$ cat src/rtl/inst_fetch.sv
// Byte-serial instruction fetch: assembles a 32-bit little-endian instruction
// from four single-byte memory reads, with branch flush and decode back-pressure.
module inst_fetch #(
  parameter int MEM_LAT = 1
) (
  input  logic        clk,
  input  logic        rst,
  input  logic [31:0] pc_i,
  input  logic        ce_i,
  input  logic        flush_i,
  input  logic        id_stall_i,
  input  logic        mem_busy_i,
  input  logic [7:0]  mem_rdata_i,
  output logic        mem_req_o,
  output logic [31:0] mem_addr_o,
  output logic [31:0] if_pc_o,
  output logic [31:0] if_inst_o,
  output logic        if_valid_o,
  output logic        stallreq_o
);

  localparam logic [1:0] LAT = 2'(MEM_LAT);

  typedef enum logic [2:0] {IDLE, REQ, WAIT, DRAIN, DONE} state_t;

  state_t      state, state_n;
  logic [31:0] fetch_pc;
  logic [1:0]  k;
  logic [1:0]  cnt;
  logic [23:0] lo_bytes;
  logic        start, accept, lat_done, sample;

  assign accept   = (state == REQ) && !mem_busy_i;
  assign lat_done = (cnt == LAT);
  assign sample   = (state == WAIT) && lat_done && !flush_i;

  always_comb begin
    state_n = state;
    start   = 1'b0;
    case (state)
      IDLE: if (ce_i && !flush_i) begin
        start   = 1'b1;
        state_n = REQ;
      end
      // An accepted request cannot be recalled, so a same-edge flush must drain it.
      REQ: begin
        if (accept)       state_n = flush_i ? DRAIN : WAIT;
        else if (flush_i) state_n = IDLE;
      end
      WAIT: begin
        if (flush_i)       state_n = DRAIN;
        else if (lat_done) state_n = (k == 2'd3) ? DONE : REQ;
      end
      DRAIN: if (lat_done) state_n = IDLE;
      DONE: begin
        if (flush_i) state_n = IDLE;
        else if (!id_stall_i) begin
          if (ce_i) begin
            start   = 1'b1;
            state_n = REQ;
          end else begin
            state_n = IDLE;
          end
        end
      end
      default: state_n = IDLE;
    endcase
  end

  always_ff @(posedge clk) begin
    if (rst) begin
      state     <= IDLE;
      fetch_pc  <= '0;
      k         <= '0;
      cnt       <= '0;
      lo_bytes  <= '0;
      if_pc_o   <= '0;
      if_inst_o <= '0;
    end else begin
      state <= state_n;
      if (start) begin
        fetch_pc <= pc_i;
        k        <= '0;
      end
      // cnt holds the number of edges since acceptance; it saturates at LAT.
      if (accept)
        cnt <= 2'd1;
      else if ((state == WAIT || state == DRAIN) && !lat_done)
        cnt <= cnt + 2'd1;
      if (sample) begin
        case (k)
          2'd0: lo_bytes[7:0]   <= mem_rdata_i;
          2'd1: lo_bytes[15:8]  <= mem_rdata_i;
          2'd2: lo_bytes[23:16] <= mem_rdata_i;
          default: begin
            if_inst_o <= {mem_rdata_i, lo_bytes};
            if_pc_o   <= fetch_pc;
          end
        endcase
        if (k != 2'd3) k <= k + 2'd1;
      end
    end
  end

  assign mem_req_o  = (state == REQ);
  assign mem_addr_o = fetch_pc + {30'd0, k};
  assign if_valid_o = (state == DONE);
  assign stallreq_o = (state == REQ) || (state == WAIT) || (state == DRAIN);

endmodule

$ cat config.mk
export PLATFORM = sky130hd
export DESIGN_NAME = inst_fetch
export DESIGN_NICKNAME = d
export VERILOG_FILES = /design/src/rtl/inst_fetch.sv
export SDC_FILE = /design/constraint.sdc
export NUM_CORES = 1
export LEC_CHECK = 0
export ABC_CLOCK_PERIOD_IN_PS = 2900
export CAP_MARGIN = 20
export CORE_MARGIN = 1.5
export CORE_UTILIZATION = 48
export DETAILED_ROUTE_END_ITERATION = 7
export PLACE_DENSITY = 0.8
export SLEW_MARGIN = 15
export SYNTH_ARGS = -nofsm -noshare
export SYNTH_HDL_FRONTEND = slang
export SYNTH_SLANG_ARGS = --single-unit
$ cat constraint.sdc
create_clock -name clk -period 2.9 [get_ports clk]
set_clock_uncertainty 0.2 [all_clocks]
set_input_delay 0.435 -clock clk [delete_from_list [all_inputs] [get_ports clk]]
set_output_delay 0.435 -clock clk [all_outputs]
set_load 0.1 [all_outputs]
# == After elaboration in Yosys (flattened, before gate mapping) ==
# Index checks and enable logic that the tools add are counted.
# word_totals
elab_cells,71
in_bits,46
regBits,127
# classes
n_eq_ne,14
bitwise,1
n_reduce_logical,21
muxes,22
n_addsub,3
# op_table
cell,n
adder 32 x 2 -> 32 bit,1
2-to-1 mux 3 bit,9
one-hot mux 3 bit (5 select lines),1
2-to-1 mux 1 bit,8
AND reduction 2 bit,4
"equality test 3 x 2 -> 1 bit, second input constant",2
2-to-1 mux 2 bit,3
"inequality test 2 bit, second input constant",3
"inequality test 3 bit, second input constant",2
logical AND 1 bit,5
AND reduction 5 bit,1
"adder 2 x 1 -> 2 bit, second input constant",2
"equality test 2 x 1 -> 1 bit, second input constant",2
"equality test 2 bit, second input constant",2
"equality test 3 x 1 -> 1 bit, second input constant",1
"equality test 3 bit, second input constant",1
logical NOT 1 bit,3
logical NOT 3 bit,1
logical OR 1 bit,3
"inequality test 3 x 2 -> 1 bit, second input constant",1
OR reduction 3 bit,1
logical NOT 2 bit,1
one-hot mux 1 bit (2 select lines),1
nonzero test 2 bit,1
2 further kinds,2

# == Depth between registers and ports, before layout ==
# logic_depth
depth_word,7
mapped_depth,9
ltp_nobuf,7

# == Worst setup path after synthesis ==
# Ideal clock, no wire load.
# synth_timing
path_type,reg-to-output
start,register k[0]
end,output mem_addr_o[26]
path_stages_with_launch,8
path_buffers,0
t_arrival_ns,3.282
required_ns,2.265
path_slack_ns,-1.017
cell_sequence,dfxtp_1 > ha_1 > inv_1 > fa_1 > and4b_1 > nand4_1 > nor4_1 > xor2_1
# synth_via
elab_chain_cells,1
# synth_lines
item,line_no,rtl
"start, declared",28,logic [1:0] k;
"start signal, assigned",100,if (k != 2'd3) k <= k + 2'd1;
adder 32 x 2 -> 32 bit,106,"assign mem_addr_o = fetch_pc + {30'd0, k};"
"end, declared",15,"output logic [31:0] mem_addr_o,"
# No other way between the ends.

# == Final worst setup path ==
# layout_timing
start,register fetch_pc[0]
end,output mem_addr_o[22]
# layout_via
elab_chain_cells,1
# layout_lines
item,line_no,rtl
"start, declared",27,logic [31:0] fetch_pc;
"start signal, assigned",82,fetch_pc <= pc_i;
adder 32 x 2 -> 32 bit,106,
# No other way between the ends.

==> reports/qor.yml <==
outcome:
  outcome: "finished with violations"
  violations: "negative setup slack"
yosys:
  avgSynthCellArea_sq_um: 8.05
  synth_cells: 664
  synth_fp_nets: 718
  async_flop_share_pct: 0
  ys_top_cells_by_area: "dfxtp_1 48%, nand2_1 15%, a21oi_1 9.6%, mux2i_1 4.5%, xor2_1 3.0%"
  yosys_register_bits: 127
  syn_area_sq_mm: 0.00534
  ys_seq_area_share_pct: 47.6
  synth_top_area_share_pct: 47.6
  synth_cell_types: 43
  yosysTopAreaCell: "dfxtp_1"
  synthFlopType: "dfxtp_1"
  yosysWarnings: 0
  synth_edf_count: 0
  synthTopCellsByCount: "207 x nand2_1, 127 x dfxtp_1, 103 x a21oi_1"
  yosysMostFrequentCell: "nand2_1"
clock_network:
  cts_hold_buffers: 0
  cts_root_buf: "clkbuf_8"
  clk_latency_ns: 0.53
  clkTransAtPathRegs_ns: 0.06
  cts_tree: "yes"
  numCtsBuffers: 17
  cts_max_path_buffers: 2
  clock-sinks: 127
  h-tree-depth: 4
critical_path:
  cp_common_cell: "buf_6"
  path_delay_family: "simple AND/OR/NAND/NOR gates"
  max_stage_delay_ns: 0.37
  crit_path_start_kind: "flip-flop"
  regToRegSetupSlack_ns: 0.58
  cp_data_required_time_ns: 2.27
  crit_arrival_ns: 2.72
  worst-path-buf-inv: 4
  crit_fanout: 2
  crit_type: "flip-flop to primary output"
  end_kind: "primary output"
  critPathSlowestCell: "dfxtp_4"
  cp_cell_sequence: "ha_4 -> inv_2 -> fa_2 -> and4b_2 -> buf_6 -> nor3b_4 -> buf_6 -> nand3b_1 -> xnor2_4 -> buf_12"
sta:
  slew_headroom_pct: 60.4
  fin_crit_sh_pct: 116
  setup_viol: 24
  worst_slack_ns: -0.455
  layout_min_cycle_time_ns: 3.36
  tightest_slew_ns: 0.594
  max_freq_mhz: 298
  rsz0062_at_grt: "yes"
  hold_violations: 0
  drv_slew: 0
  whs_ns: 0.224
final_layout:
  nets: 901
  fin_area_sq_mm: 0.00873
  finalNonFillerCells: 1000
  drive_above_1_share_pct: 31.3
  fillCellCount: 668
  area_delta_synth_final_pct: 63.5
  diodes: 0
place:
  hpwl_um: 10800
  dpl.cell_count: 951
  place_congestion: 0.895
  place_area_sq_mm: 0.00773
  numPortBuffers: 144
routing:
  drt-total-wl_um: 18000
  antenna_left: 0
  drt_iter0_drc: 356
  routedWlPerCell_um: 18.0
  via_per_inst: 5.51
  drcViolationCount: 0
  drt_pass1_iterations: 5
  num_vias: 5514
global_route:
  grt_pass1_wl_um: 27200
  grt_max_degree: 76
  grt_pass1_vias: 5365
  antenna_found_initial: 0
  globalRouteOverflowTotal: 0
  grt.total_usage_pct: 30.2
floorplanning:
  initial_core_util_pct: 49.3
  rows: 38
  die_x_um: 109
  dieArea_sq_mm: 0.0118
  ios: 145
  die_y_um: 109
  core_sq_mm: 0.0108
power_and_ir_drop:
  power_density_mw_per_mm2: 528
  vdd_drop_max_uv: 432
  p_leak_nw: 3.76
flow_run:
  cap_violations: 0
worst_hold_path:
  hp-class: "input port to flip-flop"
registers in the layout, summed over array words and instances (netlist names):
signal and flops:
lo_bytes 24, k 2, fetch_pc 32, state 3, if_pc_o 32, cnt 2
if_inst_o 32
per-layer routing:
layer  GRT usage, %  wire [um]  share of wire [%]  up-vias
met3           9.34       1480                8.2       62
met1           35.0       6850                 38     2609
met2           51.5       9000                 50      282
met4           12.9        662                3.7        0
met5              0          0                  0        -
li1               -          -                  -     2561
kinds of logic (layout without fill, tap and decap cells):
logic type / count (synthesis) / count (layout) / synth area share [%]
xor gates and xnor gates: 30 / 30 / 4.92
and+or+nand+nor: 305 / 306 / 25.5
adders and majority gates: 8 / 8 / 2.01
muxes: 25 / 25 / 4.71
buffers and inverters: 56 / 251 / 4.31
DFF: 127 / 127 / 47.6
AOI/OAI and AO/OA: 113 / 113 / 11.0
stage by stage:
| stage | worst slack, ns | total power, W | setup TNS [ns] | utilization, % |
|---|---|---|---|---|
| final | -0.455 | 0.00461 | -8.60 | 80.6 |
| after global routing | -0.542 | 0.00473 | -10.38 | 80.6 |
| after CTS | -0.447 | 0.00460 | -7.67 | 79.4 |
| after detailed placement | 0.0326 | 0.00260 | 0 | 71.3 |
| after global placement | 0.0819 | 0.00258 | 0 | 71.3 |
| after floorplan | -0.631 | 0.00232 | -3.33 | - |
worst register-to-register path, cell delays in order, from the launching register on:
cell     delay, ns
dfxtp_1       0.58
nor3b_2       0.51
nand3_1       0.51
mux2i_1       0.34
nor2_1        0.06
where the power goes:
group	total [W]	leakage [nW]	switching, W	internal, W
Combinational	0.000759	2.45	0.000480	0.000279
Clock	0.00203	0.273	0.000867	0.00116
Sequential	0.00182	1.03	0.0000434	0.00178
placed cells by master (no fill, tap or decap), types with 6 or more instances in the layout:
cell / count
a21oi_1: 103
buf_12: 30
buf_4: 123
buf_6: 10
clkbuf_16: 16
clkdlybuf4s50_1: 44
dfxtp_1: 122
inv_1: 11
inv_6: 7
mux2i_1: 24
nand2_1: 205
nand3_1: 12
nand4_1: 6
nor2_1: 30
nor3_4: 7
nor4_4: 7
xnor2_4: 7
xor2_4: 15
layout make-up:
| type | count | area (sq um) | area share, % |
|---|---|---|---|
| clock buffer | 17 | 414 | 4.74 |
| clock inverter | 15 | 145 | 1.66 |
| inverter | 12 | 45.0 | 0.516 |
| multi-input combinational | 482 | 3320 | 38.0 |
| sequential | 127 | 2560 | 29.3 |
| tap | 140 | 175 | 2.01 |
| timing repair buffer | 207 | 2080 | 23.8 |
repair_timing:
item / 4_1_cts / 5_1_grt
buffers inserted: 11 / 7
endpoints found under the setup margin: 24 / 25
cloned: 1 / 0
gates resized for setup: 40 / 17
pin swaps: 23 / 10
final timing paths:
check	start	end	cells after the start
max	fetch_pc[0]	mem_addr_o[22]	10
min	rst	fetch_pc[5]	2
max reg2reg	state[1]	lo_bytes[7]	4
min reg2reg	lo_bytes[14]	if_inst_o[14]	2
No activity file was read; power rests on OpenSTA's default activity.
